===== src/rtl/seq_pkg.sv =====
// Shared encodings for the serial "11" link: transmitter FSM states double as
// the downstream detector's state constants.
package seq_pkg;

  typedef enum logic [1:0] {
    S_IDLE  = 2'b00,
    S_SHIFT = 2'b01,
    S_GAP   = 2'b10
  } seq_state_e;

  localparam logic [1:0] DET_PATTERN = 2'b11;

endpackage


===== src/rtl/serial_seq_tx_if.sv =====
// Load/ready handshake plus serial-line outputs of the serial_seq_tx block.
interface serial_seq_tx_if #(
  parameter int WIDTH = 8
) ();
  localparam int PW = $clog2(WIDTH) + 1;

  logic [WIDTH-1:0] din;
  logic             load;
  logic             ready;
  logic             X;
  logic             busy;
  logic             done;
  logic [PW-1:0]    pair_cnt;

  modport master (
    output din, load,
    input  ready, X, busy, done, pair_cnt
  );

  modport slave (
    input  din, load,
    output ready, X, busy, done, pair_cnt
  );
endinterface


===== src/rtl/serial_seq_tx.sv =====
// Parallel-to-serial transmitter feeding the "11" detector: shifts a frame out
// on X, follows it with one 0 guard bit, and reports the frame's "11" pair count.
//
// state   | meaning
// S_IDLE  | waiting for load; X=0, ready=1
// S_SHIFT | frame bits on X, one per cycle
// S_GAP   | guard bit X=0, done pulse, pair_cnt updated
module serial_seq_tx
  import seq_pkg::*;
#(
  parameter int WIDTH     = 8,
  parameter bit MSB_FIRST = 1'b0
) (
  input  logic            clk,
  input  logic            RESET,
  serial_seq_tx_if.slave  bus
);

  localparam int CW = $clog2(WIDTH);
  localparam int PW = CW + 1;

  seq_state_e       state_q, state_d;
  logic [WIDTH-1:0] sh_q, sh_d;
  logic [CW-1:0]    cnt_q, cnt_d;
  logic [PW-1:0]    run_q, run_d;
  logic [PW-1:0]    pair_q, pair_d;
  logic             x_q, x_d;
  logic             done_q, done_d;

  function automatic logic head_of(input logic [WIDTH-1:0] v);
    return MSB_FIRST ? v[WIDTH-1] : v[0];
  endfunction

  function automatic logic [WIDTH-1:0] shift_once(input logic [WIDTH-1:0] v);
    if (MSB_FIRST) return {v[WIDTH-2:0], 1'b0};
    else           return {1'b0, v[WIDTH-1:1]};
  endfunction

  // x_q still holds the previously sent bit, so it doubles as the pair predecessor
  always_comb begin
    state_d = state_q;
    sh_d    = sh_q;
    cnt_d   = cnt_q;
    run_d   = run_q;
    pair_d  = pair_q;
    x_d     = 1'b0;
    done_d  = 1'b0;
    case (state_q)
      S_IDLE: begin
        if (bus.load) begin
          state_d = S_SHIFT;
          x_d     = head_of(bus.din);
          sh_d    = shift_once(bus.din);
          cnt_d   = CW'(WIDTH - 1);
          run_d   = '0;
        end
      end
      S_SHIFT: begin
        if (cnt_q == '0) begin
          state_d = S_GAP;
          done_d  = 1'b1;
          pair_d  = run_q;
        end else begin
          x_d   = head_of(sh_q);
          sh_d  = shift_once(sh_q);
          cnt_d = cnt_q - CW'(1);
          if (x_q && head_of(sh_q)) run_d = run_q + PW'(1);
        end
      end
      S_GAP:   state_d = S_IDLE;
      default: state_d = S_IDLE;
    endcase
  end

  always_ff @(posedge clk) begin
    if (!RESET) begin
      state_q <= S_IDLE;
      sh_q    <= '0;
      cnt_q   <= '0;
      run_q   <= '0;
      pair_q  <= '0;
      x_q     <= 1'b0;
      done_q  <= 1'b0;
    end else begin
      state_q <= state_d;
      sh_q    <= sh_d;
      cnt_q   <= cnt_d;
      run_q   <= run_d;
      pair_q  <= pair_d;
      x_q     <= x_d;
      done_q  <= done_d;
    end
  end

  assign bus.ready    = (state_q == S_IDLE);
  assign bus.busy     = (state_q == S_SHIFT) || (state_q == S_GAP);
  assign bus.X        = x_q;
  assign bus.done     = done_q;
  assign bus.pair_cnt = pair_q;

endmodule

===== src/flat_wrapper.sv =====
// flat-port wrapper written by rule: the top's interface ports become plain ports
module serial_seq_tx_flat import seq_pkg::*;
#(
  parameter int WIDTH     = 8,
  parameter bit MSB_FIRST = 1'b0
)
  (clk, RESET, bus_din, bus_load, bus_ready, bus_X, bus_busy, bus_done, bus_pair_cnt);
  serial_seq_tx_if #(.WIDTH(WIDTH)) bus_i ();
  input  logic clk;
  input  logic RESET;
  input wire logic [$bits(bus_i.din)-1:0] bus_din;
  input wire logic [$bits(bus_i.load)-1:0] bus_load;
  output wire logic [$bits(bus_i.ready)-1:0] bus_ready;
  output wire logic [$bits(bus_i.X)-1:0] bus_X;
  output wire logic [$bits(bus_i.busy)-1:0] bus_busy;
  output wire logic [$bits(bus_i.done)-1:0] bus_done;
  output wire logic [$bits(bus_i.pair_cnt)-1:0] bus_pair_cnt;
  assign bus_i.din = bus_din;
  assign bus_i.load = bus_load;
  assign bus_ready = bus_i.ready;
  assign bus_X = bus_i.X;
  assign bus_busy = bus_i.busy;
  assign bus_done = bus_i.done;
  assign bus_pair_cnt = bus_i.pair_cnt;
  serial_seq_tx #(.WIDTH(WIDTH), .MSB_FIRST(MSB_FIRST)) u_core (.clk(clk), .RESET(RESET), .bus(bus_i));
endmodule

===== config.mk =====
export PLATFORM = sky130hd
export DESIGN_NAME = serial_seq_tx_flat
export DESIGN_NICKNAME = d
export VERILOG_FILES = /design/src/rtl/seq_pkg.sv /design/src/rtl/serial_seq_tx_if.sv /design/src/rtl/serial_seq_tx.sv /design/src/flat_wrapper.sv
export SDC_FILE = /design/constraint.sdc
export NUM_CORES = 1
export LEC_CHECK = 0
export ABC_CLOCK_PERIOD_IN_PS = 1550
export CAP_MARGIN = 20
export CELL_PAD_IN_SITES_DETAIL_PLACEMENT = 1
export CELL_PAD_IN_SITES_GLOBAL_PLACEMENT = 1
export CORE_MARGIN = 3
export CORE_UTILIZATION = 34
export DETAILED_ROUTE_END_ITERATION = 12
export GPL_TIMING_DRIVEN = 0
export HOLD_SLACK_MARGIN = 0.02
export PLACE_DENSITY = 0.74
export REMOVE_ABC_BUFFERS = 1
export SYNTH_ARGS = -nofsm -noshare
export SYNTH_HDL_FRONTEND = slang
export SYNTH_SLANG_ARGS = --single-unit
export TNS_END_PERCENT = 30

===== constraint.sdc =====
create_clock -name clk -period 1.55 [get_ports clk]
set_input_delay 0.465 -clock clk [delete_from_list [all_inputs] [get_ports clk]]
set_output_delay 0.465 -clock clk [all_outputs]
set_load 0.02 [all_outputs]

# After elaboration in Yosys (flattened, before gate mapping)
# Index checks and enable logic that the tools add are counted.
# word_totals
regBits,23
elab_cells,42
inputBits,11
latch_bits,0
rom_bits,0
mem_bits_rw,0
memories,0
out_inout_bits,8
# classes
addsub,2
n_mul,0
n_lt_le_gt_ge,0
n_shift,0
n_bitwise,0
reduce_logical,10
n_mux,17
n_eq_ne,6
div_mod_pow,0
# op_table
operator,count
8-bit two-way mux,2
8-bit one-hot mux with 2 select lines,1
4-bit two-way mux,3
4-bit one-hot mux with 2 select lines,1
3-bit two-way mux,2
3-bit one-hot mux with 2 select lines,1
2-bit AND reduction,3
4-bit by 1-bit adder with 4-bit output (second input constant),1
2-bit two-way mux,2
2-bit by 1-bit inequality test with 1-bit output (second input constant),2
2-bit inequality test (second input constant),2
2-bit one-hot mux with 2 select lines,1
4-bit AND reduction,1
3-bit logical NOT,1
1-bit two-way mux,3
3-bit AND reduction,1
3-bit by 1-bit subtractor with 3-bit output (second input constant),1
2-bit by 1-bit == test with 1-bit output (second input constant),1
2-bit == test (second input constant),1
2-bit logical NOT,1
1-bit one-hot mux with 2 select lines,1
2-bit nonzero test,1
1-bit logical AND,1
1-bit logical OR,1

# Depth between registers and ports, before layout
# logic_depth
ltp_word,4
ltp_mapped,8
depth_no_buf,6

# Worst setup path after synthesis
# No wires, ideal clock.
# synth_path
kind,flip-flop to flip-flop
startpoint,register u_core.state_q[0]
endpoint,register u_core.run_q[3]
synth_period_minus_slack_ns,1.577
slack_ns,-0.027
arrival_time_ns,1.458
path_stages_with_launch,7
required_time_ns,1.430
path_buffers,0
setup_ns,0.120
cell_sequence,dfxtp_1 -> inv_1 -> ha_1 -> and2b_4 -> o21ai_1 -> o21ai_1 -> a211o_1
# synth_via
elab_chain_len,3
elab_cells_between_ends,8
cone_classes,4 x eq/ne; 1 x mux; 3 x reduce/logical
# synth_lines
element,line_no,rtl
from (decl),serial_seq_tx.sv:22,"seq_state_e state_q, state_d;"
from (signal assigned),serial_seq_tx.sv:85,state_q <= state_d;
2-bit logical NOT *,-,
net bus_ready,flat_wrapper.sv:13,output wire logic [$bits(bus_i.ready)-1:0] bus_ready;
2-bit inequality test (no source line) / 2-bit nonzero test (equally long branches),-,
4-bit AND reduction (no source line),-,
to (signal assigned),serial_seq_tx.sv:88,run_q <= run_d;
to (decl),serial_seq_tx.sv:25,"logic [PW-1:0] run_q, run_d;"
# Mark *: on every way through the listed nets, which the timed path passes. The rest lies on a longest branch.
# A chain may end at the register's enable or synchronous reset.

# Final worst setup path
# layout_path
startpoint,register u_core.state_q[0]
endpoint,output bus_busy
# layout_via
elab_chain_len,2
elab_cells_between_ends,3
cone_classes,2 x eq/ne; 1 x reduce/logical
# layout_lines
element,line_no,rtl
2-bit by 1-bit == test with 1-bit output / 2-bit == test (equally long branches),serial_seq_tx.sv:96,assign bus.busy = (state_q == S_SHIFT) || (state_q == S_GAP);
1-bit logical OR *,serial_seq_tx.sv:96,
to (decl),flat_wrapper.sv:15,output wire logic [$bits(bus_i.busy)-1:0] bus_busy;
# Every way passes the cells marked *; elsewhere a longest branch is shown, timed or not.

==> flow_metrics.tcl <==
set metrics [dict create \
    period_needed_ns 1.59 \
    final_nets 161 \
    grt_usage_pct 14.2 \
    worstSetupPathType "reg2out" \
    placedCellCount 172 \
    cp_top_family "flip-flops" \
    synth_cells 117 \
    route.detailed.wl_per_inst_microns 14.5 \
    netlist.area_leader.share_pct 41.1 \
    drv_cap 0 \
    p_per_area_nw_per_um2 1150 \
    ys_warn_count 0 \
    ctsHoldBuffers 0 \
    detail_route.wirelength_microns 2700 \
    fin_crit_sh_pct 103 \
    status "finished with violations" \
    crit_required_ns 1.08 \
    grt_pass1_wl_microns 4400 \
    syn_area_sq_um 1070 \
    ant_nets 0 \
    finalWorstSetupSlack_ns -0.0409 \
    cts_buffers 3 \
    avgSynthCellArea_sq_um 9.16 \
    peakVddDrop_mv 0.764 \
    clock_skew_ns 0.00767 \
    initial_utilization_pct 37.3 \
    via_per_inst 5.20 \
    startpoint_type "flop" \
    yosysMostFrequentCell "dfxtp_1" \
    violations "negative setup slack" \
    cp_num_buf_inv 2 \
    grt_pass1_vias 962 \
    whs_ns 0.472 \
    slowest_delay_ns 0.38 \
    synthArstFlopShare_pct 0 \
    synth_top_cell_by_area "dfxtp_1" \
    post-dp-hpwl_microns 1740 \
    cts-root-buf "clkbuf_4" \
    setup_viol 4 \
    end_kind "output port" \
    final_cells 186 \
    die_w_microns 62.2 \
    yosys-top-cells-area "dfxtp_1 41%, o211a_1 7.5%, nand2_1 6.7%" \
    rr_startpoint "u_core.state_q[0]" \
    critical_path.startpoint "u_core.state_q[0]" \
    h-tree-depth 1 \
    nFillCells 332 \
    hold_viol_final 0 \
    hp-class "reg2reg" \
    total_power_mw 1.67 \
    path_clk_slew_ns 0.14 \
    seq_area_sq_um 447 \
    drt_first_pass_iters 4 \
    ys_top_cells_by_count "22 x dfxtp_1, 19 x nand2_1, 8 x o211a_1" \
    synth-edff-count 0 \
    yosysSeqAreaShare_pct 41.1 \
    max_slew_margin_pct 70.9 \
    place.gp.congestion 0.727 \
    grt_antenna_before_repair 0 \
    port_buffers 18 \
    yosysUniqueCellTypes 32 \
    cp_slowest_cell "dfxtp_4" \
    drive_above_1_share_pct 25.7 \
    drc 0 \
    worst_pin_slew_ns 0.437 \
    dieHeight_microns 62.2 \
    routed-via-count 967 \
    syn2layout_area_growth_pct 35.1 \
    grt.overflow.total 0 \
    cp.arrival_ns 1.13 \
    fmax_mhz 629 \
    first_iter_violations 13 \
    ys_ff_latch 22 \
    tritoncts "built" \
    multi_input_area_sq_um 638 \
    numClockSinks 22 \
    clk_latency_ns 0.32 \
    path_cells "inv_1 -> ha_4 -> buf_6" \
    worstHoldStart "u_core.bus.pair_cnt[0]" \
    synth_ff_type "dfxtp_1" \
    slew_violations 0 \
    dieArea_sq_um 3860 \
    grt_max_degree 22 \
    clk_path_buf_depth 2 \
    critical_path.max_fanout 3 \
    ios 19 \
    rsz0062_at_grt "yes" \
    n_antenna_cell 0 \
    leakagePower_nw 0.662 \
    core_sq_um 2880 \
    placementRows 19 \
]
-- through the flow --
stage / instance area (sq um) / setup TNS [ns] / utilization [%] / setup WS (ns)
3_3_place_gp: 1270 / -8.16 / 44.1 / -0.558
2_1_floorplan: 1040 / -1.29 / - / -0.173
3_5_place_dp: 1270 / -9.22 / 44.1 / -0.621
5_1_grt: 1450 / -0.668 / 50.4 / -0.0909
4_1_cts: 1430 / -0.0971 / 49.6 / -0.0553
6_report: 1450 / -0.0666 / 50.4 / -0.0409
-- kinds of logic (layout without fill, tap and decap cells) --
kind of cell / count (synthesis) / in the layout / share of synthesized area (%)
buf+inv: 10 / 37 / 5.13
fa+ha+maj: 5 / 5 / 5.83
mux: 6 / 6 / 5.60
simple gates: 43 / 43 / 20.7
compound gates: 31 / 31 / 21.7
flops: 22 / 22 / 41.1
-- routing by layer --
metal | up-vias | GRT usage [%] | wire [microns]
met2 | 25 | 27.0 | 1420
met4 | 0 | 6.63 | 48
met5 | - | 0 | 0
met3 | 6 | 2.16 | 138
met1 | 466 | 15.3 | 1100
li1 | 470 | - | -
-- path summary, 6_finish.rpt --
| path | to | slack, ns | depth (start not counted) |
|---|---|---|---|
| max reg2reg | u_core.sh_q[0] | 0 | 7 |
| min reg2reg | u_core.bus.pair_cnt[0] | 0.47 | 2 |
| max | bus_busy | -0.04 | 3 |
| min | u_core.bus.pair_cnt[0] | 0.47 | 2 |
-- timing repair --
item / CTS / global route
pin swaps: 3 / 0
hold endpoints to repair: 0 / 0
gates resized for setup: 31 / 14
setup buffers: 10 / 0
endpoints found under the setup margin: 30 / 18
-- report_power, final --
part	total, mW	switching [mW]	internal, mW
clock	0.459	0.198	0.262
combinational	0.535	0.271	0.264
sequential	0.674	0.0440	0.630
-- placed cells by master (no fill, tap or decap), drive strengths merged, types with 2 or more instances in the layout --
cell type      synthesis  layout
and2                   2       2
nand2b                 2       2
clkbuf                 1       5
ha                     5       5
dlygate4sd2            0       6
nand3                  5       5
dfxtp                 22      22
nor3                   2       2
inv                    5       5
a21o                   2       2
buf                    4      12
a21oi                  2       2
o21ai                  7       7
a21boi                 6       6
nand3b                 2       2
and3                   2       2
o211a                  8       8
clkdlybuf4s50          0       8
nor2                   5       5
mux2i                  6       6
a31oi                  2       2
nand2                 19      19
-- flip-flops by register name, indices dropped and copies added, names as in the netlist --
signal and cells:
u_core.state_q 2, u_core.cnt_q 3, u_core.run_q 4, u_core.bus.X 1, u_core.bus.pair_cnt 4, u_core.sh_q 7
u_core.bus.done 1
-- worst reg2reg max path: stages, from the launching register on --
cell	delay [ns]
dfxtp_4	0.37
buf_4	0.14
ha_4	0.17
and3b_2	0.25
nor3_4	0.20
buf_4	0.17
nand2_1	0.05
o211a_1	0.11
-- layout make-up --
class	instances	share of cell area, %
Timing Repair Buffer	28	16.6
Multi-Input combinational cell	85	44.0
Inverter	5	1.30
Tap cell	42	3.63
Sequential cell	22	30.8
Clock buffer	3	1.55
Clock inverter	1	2.07
Note: power is estimated with default switching activity, not from simulation.
